File: config.mk
export PLATFORM = sky130hd
export DESIGN_NAME = bip_control
export DESIGN_NICKNAME = d
export VERILOG_FILES = /design/src/rtl/bip_pkg.sv /design/src/rtl/bip_decoder.sv /design/src/rtl/bip_control.sv
export SDC_FILE = /design/constraint.sdc
export NUM_CORES = 1
export LEC_CHECK = 0
export CAP_MARGIN = 20
export CORE_MARGIN = 4
export CORE_UTILIZATION = 30
export DETAILED_ROUTE_END_ITERATION = 6
export PLACE_DENSITY = 0.67
export SYNTH_ARGS = -nofsm -noshare
export SYNTH_HDL_FRONTEND = slang
export SYNTH_HIERARCHICAL = 1
export SYNTH_SLANG_ARGS = --single-unit
File: constraint.sdc
create_clock -name clk -period 2.8 [get_ports clk]
set_clock_uncertainty 0.2 [all_clocks]
set_input_delay 0.28 -clock clk [delete_from_list [all_inputs] [get_ports clk]]
set_output_delay 0.28 -clock clk [all_outputs]
set_load 0.03 [all_outputs]
File: src/rtl/bip_pkg.sv
// bip_pkg: shared widths, opcodes, mux encodings and state type for the BIP control unit
package bip_pkg;
  localparam int DEF_OPC_W = 5;
  localparam int DEF_ADDR_W = 11;
  localparam int DEF_INSTR_W = 16;
  localparam logic [4:0] OPC_HLT  = 5'b00000;
  localparam logic [4:0] OPC_STO  = 5'b00001;
  localparam logic [4:0] OPC_LD   = 5'b00010;
  localparam logic [4:0] OPC_LDI  = 5'b00011;
  localparam logic [4:0] OPC_ADD  = 5'b00100;
  localparam logic [4:0] OPC_ADDI = 5'b00101;
  localparam logic [4:0] OPC_SUB  = 5'b00110;
  localparam logic [4:0] OPC_SUBI = 5'b00111;
  localparam logic [1:0] SELA_RAM = 2'b00;
  localparam logic [1:0] SELA_IMM = 2'b01;
  localparam logic [1:0] SELA_ALU = 2'b10;
  localparam logic SELB_RAM = 1'b0;
  localparam logic SELB_IMM = 1'b1;
  typedef enum logic {ST_RUN = 1'b0, ST_HALTED = 1'b1} state_t;
endpackage

File: src/rtl/bip_decoder.sv
// bip_decoder: combinational opcode-to-strobe mapping with HLT and illegal-opcode flags
module bip_decoder
  import bip_pkg::*;
#(
  parameter int OPC_W = DEF_OPC_W
) (
  input  logic [OPC_W-1:0] opc,
  output logic             op,
  output logic [1:0]       sel_a,
  output logic             sel_b,
  output logic             wr_acc,
  output logic             wr_ram,
  output logic             rd_ram,
  output logic             is_hlt,
  output logic             illegal
);
  always_comb begin
    op = 1'b0;
    sel_a = SELA_RAM;
    sel_b = SELB_RAM;
    wr_acc = 1'b0;
    wr_ram = 1'b0;
    rd_ram = 1'b0;
    is_hlt = 1'b0;
    illegal = 1'b0;
    case (opc)
      OPC_HLT: is_hlt = 1'b1;
      OPC_STO: wr_ram = 1'b1;
      OPC_LD: begin
        rd_ram = 1'b1;
        wr_acc = 1'b1;
      end
      OPC_LDI: begin
        sel_a = SELA_IMM;
        wr_acc = 1'b1;
      end
      OPC_ADD, OPC_SUB: begin
        rd_ram = 1'b1;
        op = (opc == OPC_ADD);
        sel_a = SELA_ALU;
        wr_acc = 1'b1;
      end
      OPC_ADDI, OPC_SUBI: begin
        sel_b = SELB_IMM;
        op = (opc == OPC_ADDI);
        sel_a = SELA_ALU;
        wr_acc = 1'b1;
      end
      default: illegal = 1'b1;
    endcase
  end
endmodule

File: src/rtl/bip_control.sv
// bip_control: BIP program counter, run/halt state and qualified datapath strobes.
// Define BIP_CYCLE_COUNT_EN to add a saturating 32-bit cycle_count output.
module bip_control
  import bip_pkg::*;
#(
  parameter int OPC_W = DEF_OPC_W,
  parameter int ADDR_W = DEF_ADDR_W,
  parameter int INSTR_W = DEF_INSTR_W
) (
  input  logic               clk,
  input  logic               reset,
  input  logic [INSTR_W-1:0] instr,
  input  logic               instr_valid,
  output logic [ADDR_W-1:0]  pc_addr,
  output logic [ADDR_W-1:0]  operand,
  output logic               op,
  output logic [1:0]         sel_a,
  output logic               sel_b,
  output logic               wr_acc,
  output logic               wr_ram,
  output logic               rd_ram,
  output logic               halted,
  output logic               illegal
`ifdef BIP_CYCLE_COUNT_EN
  ,
  output logic [31:0]        cycle_count
`endif
);
  state_t state;
  logic go;
  logic d_op, d_sel_b, d_wr_acc, d_wr_ram, d_rd_ram, d_hlt, d_illegal;
  logic [1:0] d_sel_a;
  bip_decoder #(.OPC_W(OPC_W)) u_dec (
    .opc(instr[INSTR_W-1 -: OPC_W]),
    .op(d_op),
    .sel_a(d_sel_a),
    .sel_b(d_sel_b),
    .wr_acc(d_wr_acc),
    .wr_ram(d_wr_ram),
    .rd_ram(d_rd_ram),
    .is_hlt(d_hlt),
    .illegal(d_illegal)
  );
  // reset also gates strobes so nothing writes while the core is being reset
  assign go = (state == ST_RUN) && instr_valid && !reset;
  assign operand = instr[ADDR_W-1:0];
  assign op = go && d_op;
  assign sel_a = go ? d_sel_a : SELA_RAM;
  assign sel_b = go ? d_sel_b : SELB_RAM;
  assign wr_acc = go && d_wr_acc;
  assign wr_ram = go && d_wr_ram;
  assign rd_ram = go && d_rd_ram;
  always_ff @(posedge clk) begin
    if (reset) begin
      pc_addr <= '0;
      state <= ST_RUN;
      halted <= 1'b0;
      illegal <= 1'b0;
    end else begin
      illegal <= go && d_illegal;
      if (go && d_hlt) begin
        state <= ST_HALTED;
        halted <= 1'b1;
      end else if (go) begin
        pc_addr <= pc_addr + ADDR_W'(1);
      end
    end
  end
`ifdef BIP_CYCLE_COUNT_EN
  always_ff @(posedge clk) begin
    if (reset) cycle_count <= '0;
    else if (state == ST_RUN && cycle_count != '1) cycle_count <= cycle_count + 32'd1;
  end
`endif
endmodule

==> metrics.cfg <==
[floorplan]
initial_utilization_pct=32.4
die_area_sq_um=3680
ios=50
die_w_microns=60.7
die_h_microns=60.7
num_rows=18
core_area_sq_um=2570

[logic_synthesis]
seq_area_frac_synth_pct=31.3
ys_ff_latch=13
synth_area_leader_cell=dfxtp_1
synth_area_leaders=dfxtp_1 31%, buf_4 9.9%, and2_1 6.0%
yosys_warnings=6
synth.top_cell.area_share_pct=31.3
avgSynthCellArea_sq_um=8.49
synth_cells=98
syn-num-nets=118
synth.distinct_cells=33
syn_area_sq_um=832

[power_and_ir_drop]
power_frac_clock_pct=32.3
comb_power_share_pct=15.1
leakagePower_uw=0.000387
power_uw=362
seqPwrFrac_pct=52.5
ir_drop_uv=199
p_per_area_nw_per_um2=344
power_switching_uw=92.9
intPower_uw=269
swShare_pct=25.7

[timing]
fin_tns_setup_ps=0
max_slew_margin_pct=60.0
setup_violations=0
slew_violations=0
fin_crit_ps=2430
timing.final.ws_setup_ps=372
worst_pin_slew_ps=598
period_share_pct=86.7
finalHoldViolCount=0
rsz0062_at_grt=false
clock.fmax_mhz=412

[routing]
drc=0
vias=753
drt_iter0_drc=16
dr.pass1.iters=6
vias_per_cell=5.16
drt-wirelength-per-cell_microns=12.5
detail-route-antenna-nets=0
drt-total-wl_microns=1830

[cts]
cts_buffer_depth=2
cts_sinks=13
cts_tree=built
cts_root_buf=clkbuf_4
cts-htree-levels=1
hold_buffers=0
postCtsResizedCells=0
cts_buffers=3
clk_pin_slew_ps=80
cts_setup_buffers=0
clkLatencyLatePin_ps=270

[global_routing]
antenna_found_initial=0
globalRouteMet2Util_pct=18.5
grt-ovfl-total=0
grt_pass1_vias=788
grt_util_all_layers_pct=11.5
grt.met3_usage_pct=2.98
grt_max_degree=12
grtUsageMet1_pct=13.5
grt-busiest-layer=met2
grt_pass1_wl_microns=3260

[setup_path]
crit_path_start_kind=input port
path_buf_inv=3
cpPeakStageDelay_ps=540
worstPathArrival_ps=1950
required_ps=2320
critPathMostFrequentCell=buf_4
cp_slowest_cell=clkdlybuf4s50_1
critPathMaxFanout=11
crit_chain=clkdlybuf4s50_1, buf_4, nor3b_1, and2_1, buf_4
worst_setup_path_end_kind=output pin
cp_top_family=buffers and inverters
worstSetupPathType=in2out

[place]
placedCellCount=142
hpwl_microns=1430
gp_congestion=0.710
dp_worst_setup_slack_ps=249
io_buffers=27

[cells_and_area]
area_growth_pct=26.3
nets=137
drive_gt1_share_pct=16.4
final_cells=146
fin_util_pct=40.9
fillCellCount=284
insertedDiodeCount=0

[status]
outcome=finished, final reports clean

[flow_run]
maxCapViolCount=0

[hold_path]
min_path_type=reg2reg

## final cells by class
type / count / area, sq um / share of cell area [%]
Timing Repair Buffer: 29 / 268 / 25.5
Inverter: 2 / 7.51 / 0.714
Clock buffer: 4 / 26.3 / 2.50
Multi-Input combinational cell: 68 / 452 / 43.0
Tap cell: 30 / 37.5 / 3.57
Sequential cell: 13 / 260 / 24.8
## through the flow
step	instance area, sq um	hold WS, ps
2_1_floorplan	832	221
3_3_place_gp	1020	281
6_report	1050	313
5_1_grt	1050	340
4_1_cts	1050	310
3_5_place_dp	1020	293
## cells in the mapped netlist
master    number
dfxtp_1       13
buf_4         11
nor2_1        10
and2_1         8
a21oi_1        7
o31ai_1        4
or4_1          4
mux2_2         3
nand3_1        3
nor4_1         3
and2b_1        2
buf_6          2
clkbuf_1       2
inv_1          2
nand2_1        2
nand2b_1       2
nor3b_1        2
o21ai_0        2
or3_1          2
and4b_1        1
and4bb_1       1
ha_1           1
mux2i_1        1
nand3b_1       1
nand4_1        1
nor2b_1        1
nor3_1         1
nor3_2         1
nor4b_1        1
or2_4          1
or3b_2         1
or4b_4         1
xor2_1         1
## cells in the final DEF, fill, tap and decap left out, types with 2 or more instances in the layout
master           netlist  layout
and2_1                 8       8
or3_1                  2       2
dfxtp_1               13      13
mux2_2                 3       3
nand3_1                3       3
nand2b_1               2       2
clkdlybuf4s50_1        0      20
or4_1                  4       4
and2b_1                2       2
o21ai_0                2       2
nor3b_1                2       2
o31ai_1                4       4
clkbuf_4               0       3
nor4_1                 3       3
nor2_1                10      10
inv_1                  2       2
a21oi_1                7       7
buf_4                 11       9
nand2_1                2       2
## cell families (layout without fill, tap and decap cells)
logic type               after synthesis  count (layout)  synth area share [%]
AND/OR/NAND/NOR                       49              49                  37.4
buffers and inverters                 17              35                  14.4
AO/OA/AOI/OAI                         13              13                  9.02
flip-flops                            13              13                  31.3
multiplexers                           4               4                  5.26
adder cells (fa/ha/maj)                1               1                  1.50
XOR/XNOR                               1               1                  1.05
## power groups by stage
stage | registers (uW) | clock network [uW] | logic, uW
2_1_floorplan | 200 | 0 | 56.3
3_3_place_gp | 195 | 0 | 54.2
3_5_place_dp | 195 | 0 | 55.2
4_1_cts | 190 | 121 | 55.3
5_1_grt | 191 | 127 | 60.5
6_report | 190 | 117 | 54.8
## per-layer routing
layer / vias to the layer above / wire, microns
met4: 0 / 34
met1: 343 / 789
met2: 28 / 819
met5: - / 0
met3: 8 / 188
li1: 374 / -
## worst reg2reg max path: stages (launching register included)
cell and delay (ps):
dfxtp_1 350, or3b_2 580, nor4_1 350, mux2_2 370
## state kept, by name, indices dropped and copies added, names as in the netlist
signal	cells
illegal	1
pc_addr	11
state	1
## final timing paths
check / from / endpoint / slack, ps / cells past startpoint
worst max-delay path: reset / sel_a[0] / 370 / 5
worst min-delay path: pc_addr[6] / pc_addr[6] / 310 / 2
worst max register to register: state / pc_addr[10] / 850 / 3
worst min register to register: pc_addr[6] / pc_addr[6] / 310 / 2
No activity file was read; power rests on OpenSTA's default activity.
